[config.mk]
export PLATFORM = sky130hd
export DESIGN_NAME = dvi_tmds_encoder
export DESIGN_NICKNAME = d
export VERILOG_FILES = /design/src/rtl/dvi_tmds_encoder.sv
export SDC_FILE = /design/constraint.sdc
export NUM_CORES = 1
export LEC_CHECK = 0
export ABC_AREA = 1
export CORE_MARGIN = 2
export CORE_UTILIZATION = 64
export CTS_CLUSTER_SIZE = 12
export DETAILED_ROUTE_END_ITERATION = 10
export GPL_ROUTABILITY_DRIVEN = 0
export PLACE_DENSITY_LB_ADDON = 0.2
export SYNTH_ARGS = -nofsm -noshare
export SYNTH_HDL_FRONTEND = slang
export SYNTH_SLANG_ARGS = --single-unit
[constraint.sdc]
create_clock -name clk -period 7.4 [get_ports clk]
set_input_delay 1.48 -clock clk [delete_from_list [all_inputs] [get_ports clk]]
set_output_delay 1.48 -clock clk [all_outputs]
set_load 0.005 [all_outputs]
[src/rtl/dvi_tmds_encoder.sv]
// Three-channel DVI TMDS encoder: stage 1 builds q_m, stage 2 applies DC balance / control symbols.
// Define DVI_TMDS_CRC_EN to add a per-frame CRC-16/CCITT over the blue input bytes.

module dvi_tmds_channel (
    input  logic       clk,
    input  logic       rst,
    input  logic       clk_en,
    input  logic [7:0] i_d,
    input  logic       i_de_s1,
    input  logic       i_c0_s1,
    input  logic       i_c1_s1,
    output logic [9:0] o_tmds
);
    logic [3:0]        w_n1_d;
    logic              w_xnor;
    logic [8:0]        w_qm;
    logic [8:0]        r_qm;
    logic [3:0]        w_n1_q;
    logic signed [5:0] w_diff;
    logic signed [5:0] w_cnt6;
    logic signed [5:0] w_q8x2;
    logic signed [5:0] w_sum;
    logic signed [4:0] w_cnt_nxt;
    logic signed [4:0] r_cnt;
    logic [9:0]        w_sym;
    logic [9:0]        w_ctl;
    logic [9:0]        r_tmds;

    // Stage 1: transition-minimising q_m
    always_comb begin
        w_n1_d = '0;
        for (int i = 0; i < 8; i++)
            w_n1_d = w_n1_d + {3'b000, i_d[i]};
        w_xnor = (w_n1_d > 4'd4) || ((w_n1_d == 4'd4) && !i_d[0]);
        w_qm    = '0;
        w_qm[0] = i_d[0];
        for (int i = 1; i < 8; i++)
            w_qm[i] = w_xnor ? ~(w_qm[i-1] ^ i_d[i]) : (w_qm[i-1] ^ i_d[i]);
        w_qm[8] = ~w_xnor;
    end

    // Stage 2: disparity tracking; N1-N0 of an 8-bit word is 2*N1-8
    always_comb begin
        w_n1_q = '0;
        for (int i = 0; i < 8; i++)
            w_n1_q = w_n1_q + {3'b000, r_qm[i]};
        w_diff = $signed({1'b0, w_n1_q, 1'b0}) - 6'sd8;
        w_cnt6 = {r_cnt[4], r_cnt};
        w_q8x2 = r_qm[8] ? 6'sd2 : 6'sd0;
        if ((r_cnt == 5'sd0) || (w_diff == 6'sd0)) begin
            w_sym = {~r_qm[8], r_qm[8], r_qm[8] ? r_qm[7:0] : ~r_qm[7:0]};
            w_sum = r_qm[8] ? (w_cnt6 + w_diff) : (w_cnt6 - w_diff);
        end else if ((!r_cnt[4] && (w_diff > 6'sd0)) || (r_cnt[4] && (w_diff < 6'sd0))) begin
            w_sym = {1'b1, r_qm[8], ~r_qm[7:0]};
            w_sum = w_cnt6 + w_q8x2 - w_diff;
        end else begin
            w_sym = {1'b0, r_qm[8], r_qm[7:0]};
            w_sum = w_cnt6 + w_diff - (6'sd2 - w_q8x2);
        end
        w_cnt_nxt = w_sum[4:0];
    end

    always_comb begin
        case ({i_c1_s1, i_c0_s1})
            2'b00:   w_ctl = 10'b1101010100;
            2'b01:   w_ctl = 10'b0010101011;
            2'b10:   w_ctl = 10'b0101010100;
            default: w_ctl = 10'b1010101011;
        endcase
    end

    always_ff @(posedge clk or posedge rst) begin
        if (rst) begin
            r_qm   <= '0;
            r_cnt  <= '0;
            r_tmds <= 10'b1101010100;
        end else if (clk_en) begin
            r_qm <= w_qm;
            if (i_de_s1) begin
                r_tmds <= w_sym;
                r_cnt  <= w_cnt_nxt;
            end else begin
                r_tmds <= w_ctl;
                r_cnt  <= '0;
            end
        end
    end

    assign o_tmds = r_tmds;
endmodule

module dvi_tmds_encoder (
    input  logic        clk,
    input  logic        rst,
    input  logic        clk_en,
    input  logic [7:0]  red,
    input  logic [7:0]  green,
    input  logic [7:0]  blue,
    input  logic        hsync,
    input  logic        vsync,
    input  logic        de,
    output logic [9:0]  tmds_red,
    output logic [9:0]  tmds_green,
    output logic [9:0]  tmds_blue
`ifdef DVI_TMDS_CRC_EN
    ,
    output logic [15:0] crc_out,
    output logic        crc_valid
`endif
);
    localparam int NUM_CH = 3;

    logic                        r_de_s1;
    logic                        r_hs_s1;
    logic                        r_vs_s1;
    logic [NUM_CH-1:0][7:0]      w_d;
    logic [NUM_CH-1:0][9:0]      w_tmds;
    logic [NUM_CH-1:0]           w_c0;
    logic [NUM_CH-1:0]           w_c1;

    // Channel 0 = blue carries the syncs; red/green send C0=C1=0
    assign w_d  = {red, green, blue};
    assign w_c0 = {1'b0, 1'b0, r_hs_s1};
    assign w_c1 = {1'b0, 1'b0, r_vs_s1};

    always_ff @(posedge clk or posedge rst) begin
        if (rst) begin
            r_de_s1 <= 1'b0;
            r_hs_s1 <= 1'b0;
            r_vs_s1 <= 1'b0;
        end else if (clk_en) begin
            r_de_s1 <= de;
            r_hs_s1 <= hsync;
            r_vs_s1 <= vsync;
        end
    end

    for (genvar ch = 0; ch < NUM_CH; ch++) begin : g_ch
        dvi_tmds_channel u_ch (
            .clk     (clk),
            .rst     (rst),
            .clk_en  (clk_en),
            .i_d     (w_d[ch]),
            .i_de_s1 (r_de_s1),
            .i_c0_s1 (w_c0[ch]),
            .i_c1_s1 (w_c1[ch]),
            .o_tmds  (w_tmds[ch])
        );
    end

    assign tmds_blue  = w_tmds[0];
    assign tmds_green = w_tmds[1];
    assign tmds_red   = w_tmds[2];

`ifdef DVI_TMDS_CRC_EN
    logic [15:0] r_crc_acc;
    logic [15:0] r_crc_out;
    logic        r_crc_vld;
    logic        r_vs_prev;
    logic [15:0] w_crc_nxt;
    logic        w_vs_rise;

    // Byte-wide CRC-16/CCITT, MSB first
    always_comb begin
        w_crc_nxt = r_crc_acc ^ {blue, 8'h00};
        for (int i = 0; i < 8; i++)
            w_crc_nxt = w_crc_nxt[15] ? ((w_crc_nxt << 1) ^ 16'h1021) : (w_crc_nxt << 1);
    end

    assign w_vs_rise = vsync && !r_vs_prev;

    always_ff @(posedge clk or posedge rst) begin
        if (rst) begin
            r_crc_acc <= 16'hFFFF;
            r_crc_out <= '0;
            r_crc_vld <= 1'b0;
            r_vs_prev <= 1'b0;
        end else if (clk_en) begin
            r_vs_prev <= vsync;
            r_crc_vld <= w_vs_rise;
            if (w_vs_rise) begin
                r_crc_out <= r_crc_acc;
                r_crc_acc <= 16'hFFFF;
            end else if (de) begin
                r_crc_acc <= w_crc_nxt;
            end
        end
    end

    assign crc_out   = r_crc_out;
    assign crc_valid = r_crc_vld;
`endif
endmodule

==> results of run 1 <==
worst register-to-register path, cell delays in order, from the launching register on:
cell and delay [ns]:
dfrtp_1 0.41, ha_1 0.30, inv_1 0.06, fa_1 0.50, fa_1 0.51, fa_1 0.47, fa_1 0.40, xor2_1 0.38
inv_1 0.18, ha_1 0.36, xor2_1 0.22, inv_1 0.13, fa_1 0.46, nand3_1 0.12, nand2_1 0.06, nand2_1 0.07
nand2_1 0.06, nand2_1 0.07, nand3_1 0.07, nand2_1 0.07, nand2_1 0.05, nand2_1 0.08, nand2_1 0.05
area by class of cell:
class / instances / area, µm²
clock inverters: 4 / 75.1
flip-flops and latches: 72 / 1820
inverters: 151 / 572
multi-input cells: 609 / 4170
repair buffers: 62 / 608
well taps: 136 / 170
clock buffers: 12 / 165
fillers: 772 / 2650
registers in the layout, indices dropped and copies added (netlist names):
signal            cells
g_ch.u_ch.o_tmds     30
g_ch.u_ch.r_cnt      12
g_ch.u_ch.r_qm       27
r_de_s1               1
r_hs_s1               1
r_vs_s1               1
kinds of logic after synthesis:
| logic type | synth area share [%] |
|---|---|
| buffers and inverters | 10.3 |
| and+or+nand+nor | 20.7 |
| DFF | 27.3 |
| AOI/OAI and AO/OA | 10.9 |
| adders and majority gates | 24.6 |
| xor gates and xnor gates | 6.28 |
worst max path at each step:
stage / startpoint / end / slack, ns / depth (start not counted)
after floorplan: g_ch[2].u_ch.r_qm[1]$_DFFE_PP0P_ / g_ch[2].u_ch.r_cnt[4]$_DFFE_PP0P_ / 2.74 / 22
after global placement: red[0] / g_ch[2].u_ch.r_qm[6]$_DFFE_PP0P_ / 2.28 / 16
after detailed placement: red[0] / g_ch[2].u_ch.r_qm[6]$_DFFE_PP0P_ / 2.11 / 18
after CTS: g_ch[2].u_ch.r_qm[1]$_DFFE_PP0P_ / g_ch[2].u_ch.r_cnt[4]$_DFFE_PP0P_ / 2.25 / 22
after global routing: g_ch[2].u_ch.r_qm[1]$_DFFE_PP0P_ / g_ch[2].u_ch.r_cnt[4]$_DFFE_PP0P_ / 1.91 / 22
final: g_ch[2].u_ch.r_qm[1]$_DFFE_PP0P_ / g_ch[2].u_ch.r_cnt[4]$_DFFE_PP0P_ / 2.22 / 22
synthesized netlist by cell type (all sizes together):
library cell / instances
clkinv: 2
clkbuf: 13
nand4: 3
o21ai: 87
o22ai: 1
o21bai: 1
nand2: 204
fa: 42
dfrtp: 57
inv: 149
xor2: 37
o31ai: 2
nor2: 53
dfstp: 15
o21a: 1
o211ai: 5
nand3: 67
a211oi: 1
ha: 64
a31oi: 7
xnor2: 7
a21oi: 24
nand3b: 1
nand2b: 1
a22oi: 1
buf: 9
routing by layer:
| layer | track usage (%) | routed length [µm] | vias to the layer above |
|---|---|---|---|
| li1 | - | - | 2774 |
| met1 | 37.6 | 6630 | 2764 |
| met2 | 49.1 | 7330 | 207 |
| met3 | 3.00 | 796 | 34 |
| met4 | 11.9 | 323 | 0 |
| met5 | 0 | 0 | - |
metrics by stage:
step	area, µm²	worst slack [ns]	util, %	hold WS (ns)
floorplan	6680	2.74	-	0.471
global placement	7340	2.28	71.8	0.470
detailed placement	7340	2.11	71.8	0.468
CTS	7580	2.25	74.1	0.492
global route	7580	1.91	74.1	0.521
finish	7580	2.22	74.1	0.491
==> results.cfg, run 1 <==
[run_status]
status = finished clean

[timing]
finalCriticalPeriod_ns = 5.18
slew_headroom_pct = 38.4
fmax_ghz = 0.193
rsz0062_at_grt = false
drv_slew = 0
setup_tns_ns = 0
clock_skew_ns = 0.00989
post-route-period-util_pct = 70.0
finalSetupViolCount = 0
tightest_slew_ns = 0.924
hold_viol_final = 0

[flow_run]
max-cap-violations = 0

[clocking]
clk_path_buf_depth = 2
cts.sink_count = 72
insertion_delay_ns = 0.36
clk_pin_slew_ns = 0.07
ctsHoldBuffers = 0
numCtsBuffers = 9
htreeDepth = 3
post-cts-setup-buffers = 0
cts_tree = built
cts_root_buf = clkbuf_8
cts_resized = 0

[floorplan]
dieArea_um2 = 11300
fp-row-count = 37
die_w_um = 106
pin_count = 60
coreArea_um2 = 10200
die_y_um = 106
initial_core_util_pct = 65.3

[worst_setup_path]
required_ns = 7.65
crit_buf_inv = 3
cp_top_family = adder cells
cpPeakStageDelay_ns = 0.51
cp-end-kind = register
cp-start-kind = register
r2r-start = g_ch[2].u_ch.r_qm[1]$_DFFE_PP0P_
crit_type = reg2reg
cp.arrival_ns = 5.43
path_cells = ha_1 -> inv_1 -> fa_1 -> fa_1 -> fa_1 -> fa_1 -> xor2_1 -> inv_1 -> ha_1 -> xor2_1 -> inv_1 -> fa_1 -> nand3_1 -> nand2_1 -> nand2_1 -> nand2_1 -> nand2_1 -> nand3_1 -> nand2_1 -> nand2_1 -> nand2_1 -> nand2_1
rr_worst_depth = 22
rr_endpoint = g_ch[2].u_ch.r_cnt[4]$_DFFE_PP0P_
crit_top_cell = nand2_1
crit_fanout = 4
rrSetupSlack_ns = 2.22
cpMaxStageDelayCell = fa_1

[yosys]
synth-seq-cells = 72
synth_area_leaders = dfrtp_1, fa_1, ha_1
yosys.area.top_type_share_pct = 21.4
yosysWarnings = 0
synth_cell_type_count = 40
synthCells = 854
synth_nets = 990
syn_area_per_cell_um2 = 7.82
yosysSeqAreaShare_pct = 27.3
syn_area_um2 = 6680
synth_area_leader_cell = dfrtp_1

[route]
postRouteAntennaNets = 0
drt_iter0_markers = 359
wl_per_cell_um = 14.4
dr.pass1.iters = 5
viasPerCell = 5.52
drt_drc_violations_left = 0
via_count = 5779
wirelength_um = 15100

[place]
io_buffer_count = 59
dp_cells = 1030
hpwlAfterDp_um = 11700

[finish]
most-common-layout-cells = nand2_1, inv_1, nand3_1
syn2layout_area_growth_pct = 13.5
diodes = 0
stdcell_count = 1046
drive_above_1_share_pct = 7.80
final_common_cell = nand2_1
final_nets = 1041

[min_path]
hold_path.startpoint = g_ch[1].u_ch.o_tmds[4]$_DFFE_PP1P_
hold_path_end = g_ch[1].u_ch.o_tmds[4]$_DFFE_PP1P_
hold_depth = 2
hp-class = reg2reg

[global_routing]
antenna_found_initial = 0
grt_max_degree = 73
grt_util_all_layers_pct = 28.8
grt_pass1_wl_um = 26300
grt_pass1_vias = 5926
grt_overflow = 0
Power of run 1 is left out: the tool's default activity adds up to more than one toggle a clock period on the data nets, which glitch-free logic cannot reach.
==> run 2: changes to the inputs <==
- CORE_UTILIZATION: 64 -> 54
- clock period: 7.4 -> 4.4 ns (I/O delays scaled with it)
==> results.cfg, run 2 (synthesis results as in run 1) <==
[clocking]
clk_path_buf_depth = 2
ctsHoldBuffers = 0
insertion_delay_ns = 0.33
numCtsBuffers = 9
clk_pin_slew_ns = 0.06
cts_tree = built
cts_root_buf = clkbuf_16
cts.sink_count = 72
htreeDepth = 3

[finish]
syn2layout_area_growth_pct = 23.0
drive_above_1_share_pct = 17.2
final_common_cell = nand2_1
fin_util_pct = 68.1
most-common-layout-cells = nand2_1, inv_1, nand3_1
fill_cells = 957
largest_register_ffs = 30
final_nets = 1087
diodes = 0

[worst_setup_path]
cp-startpoint = g_ch[1].u_ch.r_qm[1]$_DFFE_PP0P_
r2r-start = g_ch[1].u_ch.r_qm[1]$_DFFE_PP0P_
crit_fanout = 4
rrSetupSlack_ns = -0.04
cp-end-kind = register
crit_end = g_ch[1].u_ch.r_cnt[4]$_DFFE_PP0P_
crit_type = reg2reg
required_ns = 4.62
cp-start-kind = register
cp.arrival_ns = 4.67
rr_worst_depth = 17
rr_endpoint = g_ch[1].u_ch.r_cnt[4]$_DFFE_PP0P_

[timing]
rsz0062_at_grt = true
slew_headroom_pct = 46.7
fmax_ghz = 0.225
setup_ws_ns = -0.0450
hold_viol_final = 0
finalCriticalPeriod_ns = 4.44
finalSetupViolCount = 2
drv_slew = 0
tightest_slew_ns = 0.798
clock_skew_ns = 0.00578
post-route-period-util_pct = 101

[place]
io_buffer_count = 59
hpwlAfterDp_um = 12300
place_ws_ns = -0.105

[floorplan]
die_w_um = 115
initial_core_util_pct = 55.4
pin_count = 60
die_y_um = 115
coreArea_um2 = 12100
fp-row-count = 40
dieArea_um2 = 13300

[route]
drt_iter0_markers = 354
postRouteAntennaNets = 0
wl_per_cell_um = 14.4
wl_met1_um = 7090
drt_drc_violations_left = 0
via_count = 5854
dr.pass1.iters = 7
met2_length_um = 8020
wl_met3_um = 741
wirelength_um = 16200
routed.top_layer = met4
viasPerCell = 5.21

[global_routing]
antenna_found_initial = 0
grt_util_all_layers_pct = 25.4
grt_pass1_vias = 5868
grt_pass1_wl_um = 27000
grt_overflow = 0
grt_max_degree = 69

[min_path]
hp-class = reg2reg

[run_status]
status = finished, violations left
violations = negative setup slack

[flow_run]
max-cap-violations = 0
run 2: cell types whose count changed in the layout (fill, tap and decap cells not counted), sizes merged:
cell	change
clkinv	+3
bufinv	-2
inv	+3
clkinvlp	-1
buf	+46
clkbuf	-3
run 2: how the worst min path moves through the flow:
stage / startpoint / endpoint / slack, ns / cells past startpoint
global route: g_ch[1].u_ch.o_tmds[8]$_DFFE_PP1P_ / g_ch[1].u_ch.o_tmds[8]$_DFFE_PP1P_ / 0.51 / 2
floorplan: g_ch[1].u_ch.r_qm[5]$_DFFE_PP0P_ / g_ch[1].u_ch.r_qm[5]$_DFFE_PP0P_ / 0.47 / 2
CTS: g_ch[2].u_ch.o_tmds[3]$_DFFE_PP0P_ / g_ch[2].u_ch.o_tmds[3]$_DFFE_PP0P_ / 0.48 / 2
detailed placement: g_ch[2].u_ch.o_tmds[3]$_DFFE_PP0P_ / g_ch[2].u_ch.o_tmds[3]$_DFFE_PP0P_ / 0.47 / 2
finish: g_ch[2].u_ch.o_tmds[3]$_DFFE_PP0P_ / g_ch[2].u_ch.o_tmds[3]$_DFFE_PP0P_ / 0.48 / 2
global placement: g_ch[1].u_ch.o_tmds[3]$_DFFE_PP0P_ / g_ch[1].u_ch.o_tmds[3]$_DFFE_PP0P_ / 0.47 / 2
run 2: routing by layer:
layer	global-route usage [%]	vias to the layer above
li1	-	2864
met1	33.8	2779
met2	42.6	173
met3	3.00	38
met4	9.88	0
met5	0	-
run 2: worst max-delay path: stages (launching register included):
cell and delay, ns:
dfrtp_1 0.41, ha_4 0.28, inv_2 0.03, fa_1 0.50
fa_1 0.43, fa_2 0.39, fa_2 0.64, fa_2 0.49
ha_4 0.18, fa_2 0.36, xor2_2 0.18, inv_1 0.06
nand2_1 0.07, nand3_1 0.07, nand3_1 0.08, nand2_1 0.06
nand2_1 0.05, nand2_1 0.05
run 2: repair_timing:
item / 4_1_cts / 5_1_grt
hold endpoints to repair: 0 / 0
pin swaps: 11 / 13
setup buffers: 7 / 3
setup endpoints to repair: 4 / 14
gates resized for setup: 16 / 32
cloned: 0 / 0
run 2: area by class of cell:
class	instances	area (µm²)	share of cell area [%]
tap	168	210	2.56
multi-input combinational	609	4380	53.3
inverter	151	572	6.96
sequential	72	1820	22.2
clock inverter	7	52.6	0.640
clock buffer	9	225	2.74
timing repair buffer	108	953	11.6
run 2: through the flow:
| step | TNS (ns) | hold slack [ns] | cell area (µm²) | instances |
|---|---|---|---|---|
| 5_1_grt | -0.550 | 0.513 | 8210 | 1124 |
| 2_1_floorplan | -0.00966 | 0.471 | 6720 | 854 |
| 6_report | -0.0760 | 0.479 | 8210 | 1124 |
| 4_1_cts | -0.0359 | 0.485 | 8100 | 1121 |
| 3_5_place_dp | -0.745 | 0.469 | 7690 | 1098 |
| 3_3_place_gp | -0.0294 | 0.471 | 7690 | 1098 |
Power of run 2 is left out for the same reason.
==> run 3: changes to the inputs <==
- CORE_ASPECT_RATIO: not set -> 0.9
- CORE_MARGIN: 2 -> 5
==> results.cfg, run 3 (synthesis results as in run 1) <==
[run_status]
status = finished clean

[timing]
post-route-period-util_pct = 99.3
hold_viol_final = 0
finalCriticalPeriod_ns = 4.37
tightest_slew_ns = 0.867
clock_skew_ns = 0.00655
finalSetupViolCount = 0
timing.hold.ws_ns = 0.485
rsz0062_at_grt = true
drv_slew = 0
fmax_ghz = 0.229
setup_tns_ns = 0
slew_headroom_pct = 42.2

[global_routing]
grt_pass1_vias = 5742
grt_pass1_wl_um = 27400
grt_max_degree = 42
grt_util_all_layers_pct = 23.0
antenna_found_initial = 0
grt_overflow = 0

[clocking]
cts.sink_count = 72
clk_path_buf_depth = 2
insertion_delay_ns = 0.34
clk_pin_slew_ns = 0.06
cts_root_buf = clkbuf_16
cts_tree = built
numCtsBuffers = 9
htreeDepth = 3

[floorplan]
die_y_um = 115
fp-row-count = 38
pin_count = 60
initial_core_util_pct = 55.3
coreArea_um2 = 12100
dieArea_um2 = 14700
die_w_um = 127

[route]
viasPerCell = 5.17
postRouteAntennaNets = 0
wl_per_cell_um = 14.3
dr.pass1.iters = 5
via_count = 5845
wirelength_um = 16200
drt_drc_violations_left = 0
drt_iter0_markers = 449

[place]
hpwlAfterDp_um = 12300
io_buffer_count = 59
dp_cells = 1100

[worst_setup_path]
cp-start-kind = register
crit_fanout = 2
cp.arrival_ns = 4.59
required_ns = 4.62
cp-end-kind = register
crit_type = reg2reg

[finish]
largest_register_ffs = 30
final_nets = 1102
drive_above_1_share_pct = 18.5
final_common_cell = nand2_1
stdcell_count = 1131
fin_util_pct = 68.9
most-common-layout-cells = nand2_1, inv_1, buf_4
fill_cells = 1047
syn2layout_area_growth_pct = 24.5
diodes = 0

[flow_run]
max-cap-violations = 0

[min_path]
hp-class = reg2reg
==> run 3: what timing repair did <==
item	4_1_cts	5_1_grt
endpoints found under the setup margin	4	19
buffers inserted	8	7
resized for setup	21	28
hold buffers	0	0
pin swaps	20	18
==> run 3: path summary, 6_finish.rpt <==
check / startpoint / cells after the start / to / slack, ns
worst min-delay path: g_ch[0].u_ch.o_tmds[4]$_DFFE_PP1P_ / 2 / g_ch[0].u_ch.o_tmds[4]$_DFFE_PP1P_ / 0.49
max in group asynchronous: rst / 3 / g_ch[2].u_ch.o_tmds[2]$_DFFE_PP1P_ / 2.52
worst max-delay path: g_ch[1].u_ch.r_qm[0]$_DFFE_PP0P_ / 18 / g_ch[1].u_ch.r_cnt[4]$_DFFE_PP0P_ / 0.03
worst min register to register: g_ch[0].u_ch.o_tmds[4]$_DFFE_PP1P_ / 2 / g_ch[0].u_ch.o_tmds[4]$_DFFE_PP1P_ / 0.49
worst max register to register: g_ch[1].u_ch.r_qm[0]$_DFFE_PP0P_ / 18 / g_ch[1].u_ch.r_cnt[4]$_DFFE_PP0P_ / 0.03
min in group asynchronous: rst / 2 / g_ch[0].u_ch.r_cnt[4]$_DFFE_PP0P_ / 1.04
==> run 3: layout make-up <==
| cell class | count | area [µm²] | area share, % |
|---|---|---|---|
| timing repair buffer | 123 | 1070 | 12.9 |
| tap | 160 | 200 | 2.41 |
| clock inverter | 6 | 43.8 | 0.527 |
| sequential | 72 | 1820 | 21.9 |
| clock buffer | 10 | 229 | 2.75 |
| inverter | 151 | 572 | 6.88 |
| multi-input combinational | 609 | 4380 | 52.7 |
==> run 3: critical path, stage by stage, from the launching register on <==
cell and delay (ns):
dfrtp_1 0.38, ha_1 0.29, inv_2 0.04, fa_1 0.52
fa_1 0.47, fa_2 0.38, fa_2 0.58, fa_2 0.48
ha_4 0.18, fa_2 0.34, xor2_2 0.16, inv_1 0.05
nand2_1 0.06, nand2_1 0.06, nand2_1 0.04, nand3_1 0.05
nand2_1 0.05, nand2_1 0.07, nand2_1 0.05
==> run 3: per-stage QoR <==
stage | worst slack [ns] | instance area, µm²
after CTS | -0.0792 | 8170
after global placement | -0.0790 | 7750
final | 0.0312 | 8320
after floorplan | -0.00966 | 6720
after global routing | -0.245 | 8320
after detailed placement | -0.150 | 7750
==> run 3: per-layer routing <==
| metal | GRT usage [%] | routed length [µm] | part of all wire, % | vias to the layer above |
|---|---|---|---|---|
| met5 | 0 | 0 | 0 | - |
| met4 | 7.29 | 267 | 1.6 | 0 |
| met3 | 2.17 | 603 | 3.7 | 20 |
| met2 | 37.9 | 7630 | 47 | 127 |
| met1 | 32.5 | 7720 | 48 | 2801 |
| li1 | - | - | - | 2897 |
Power of run 3 is left out for the same reason.
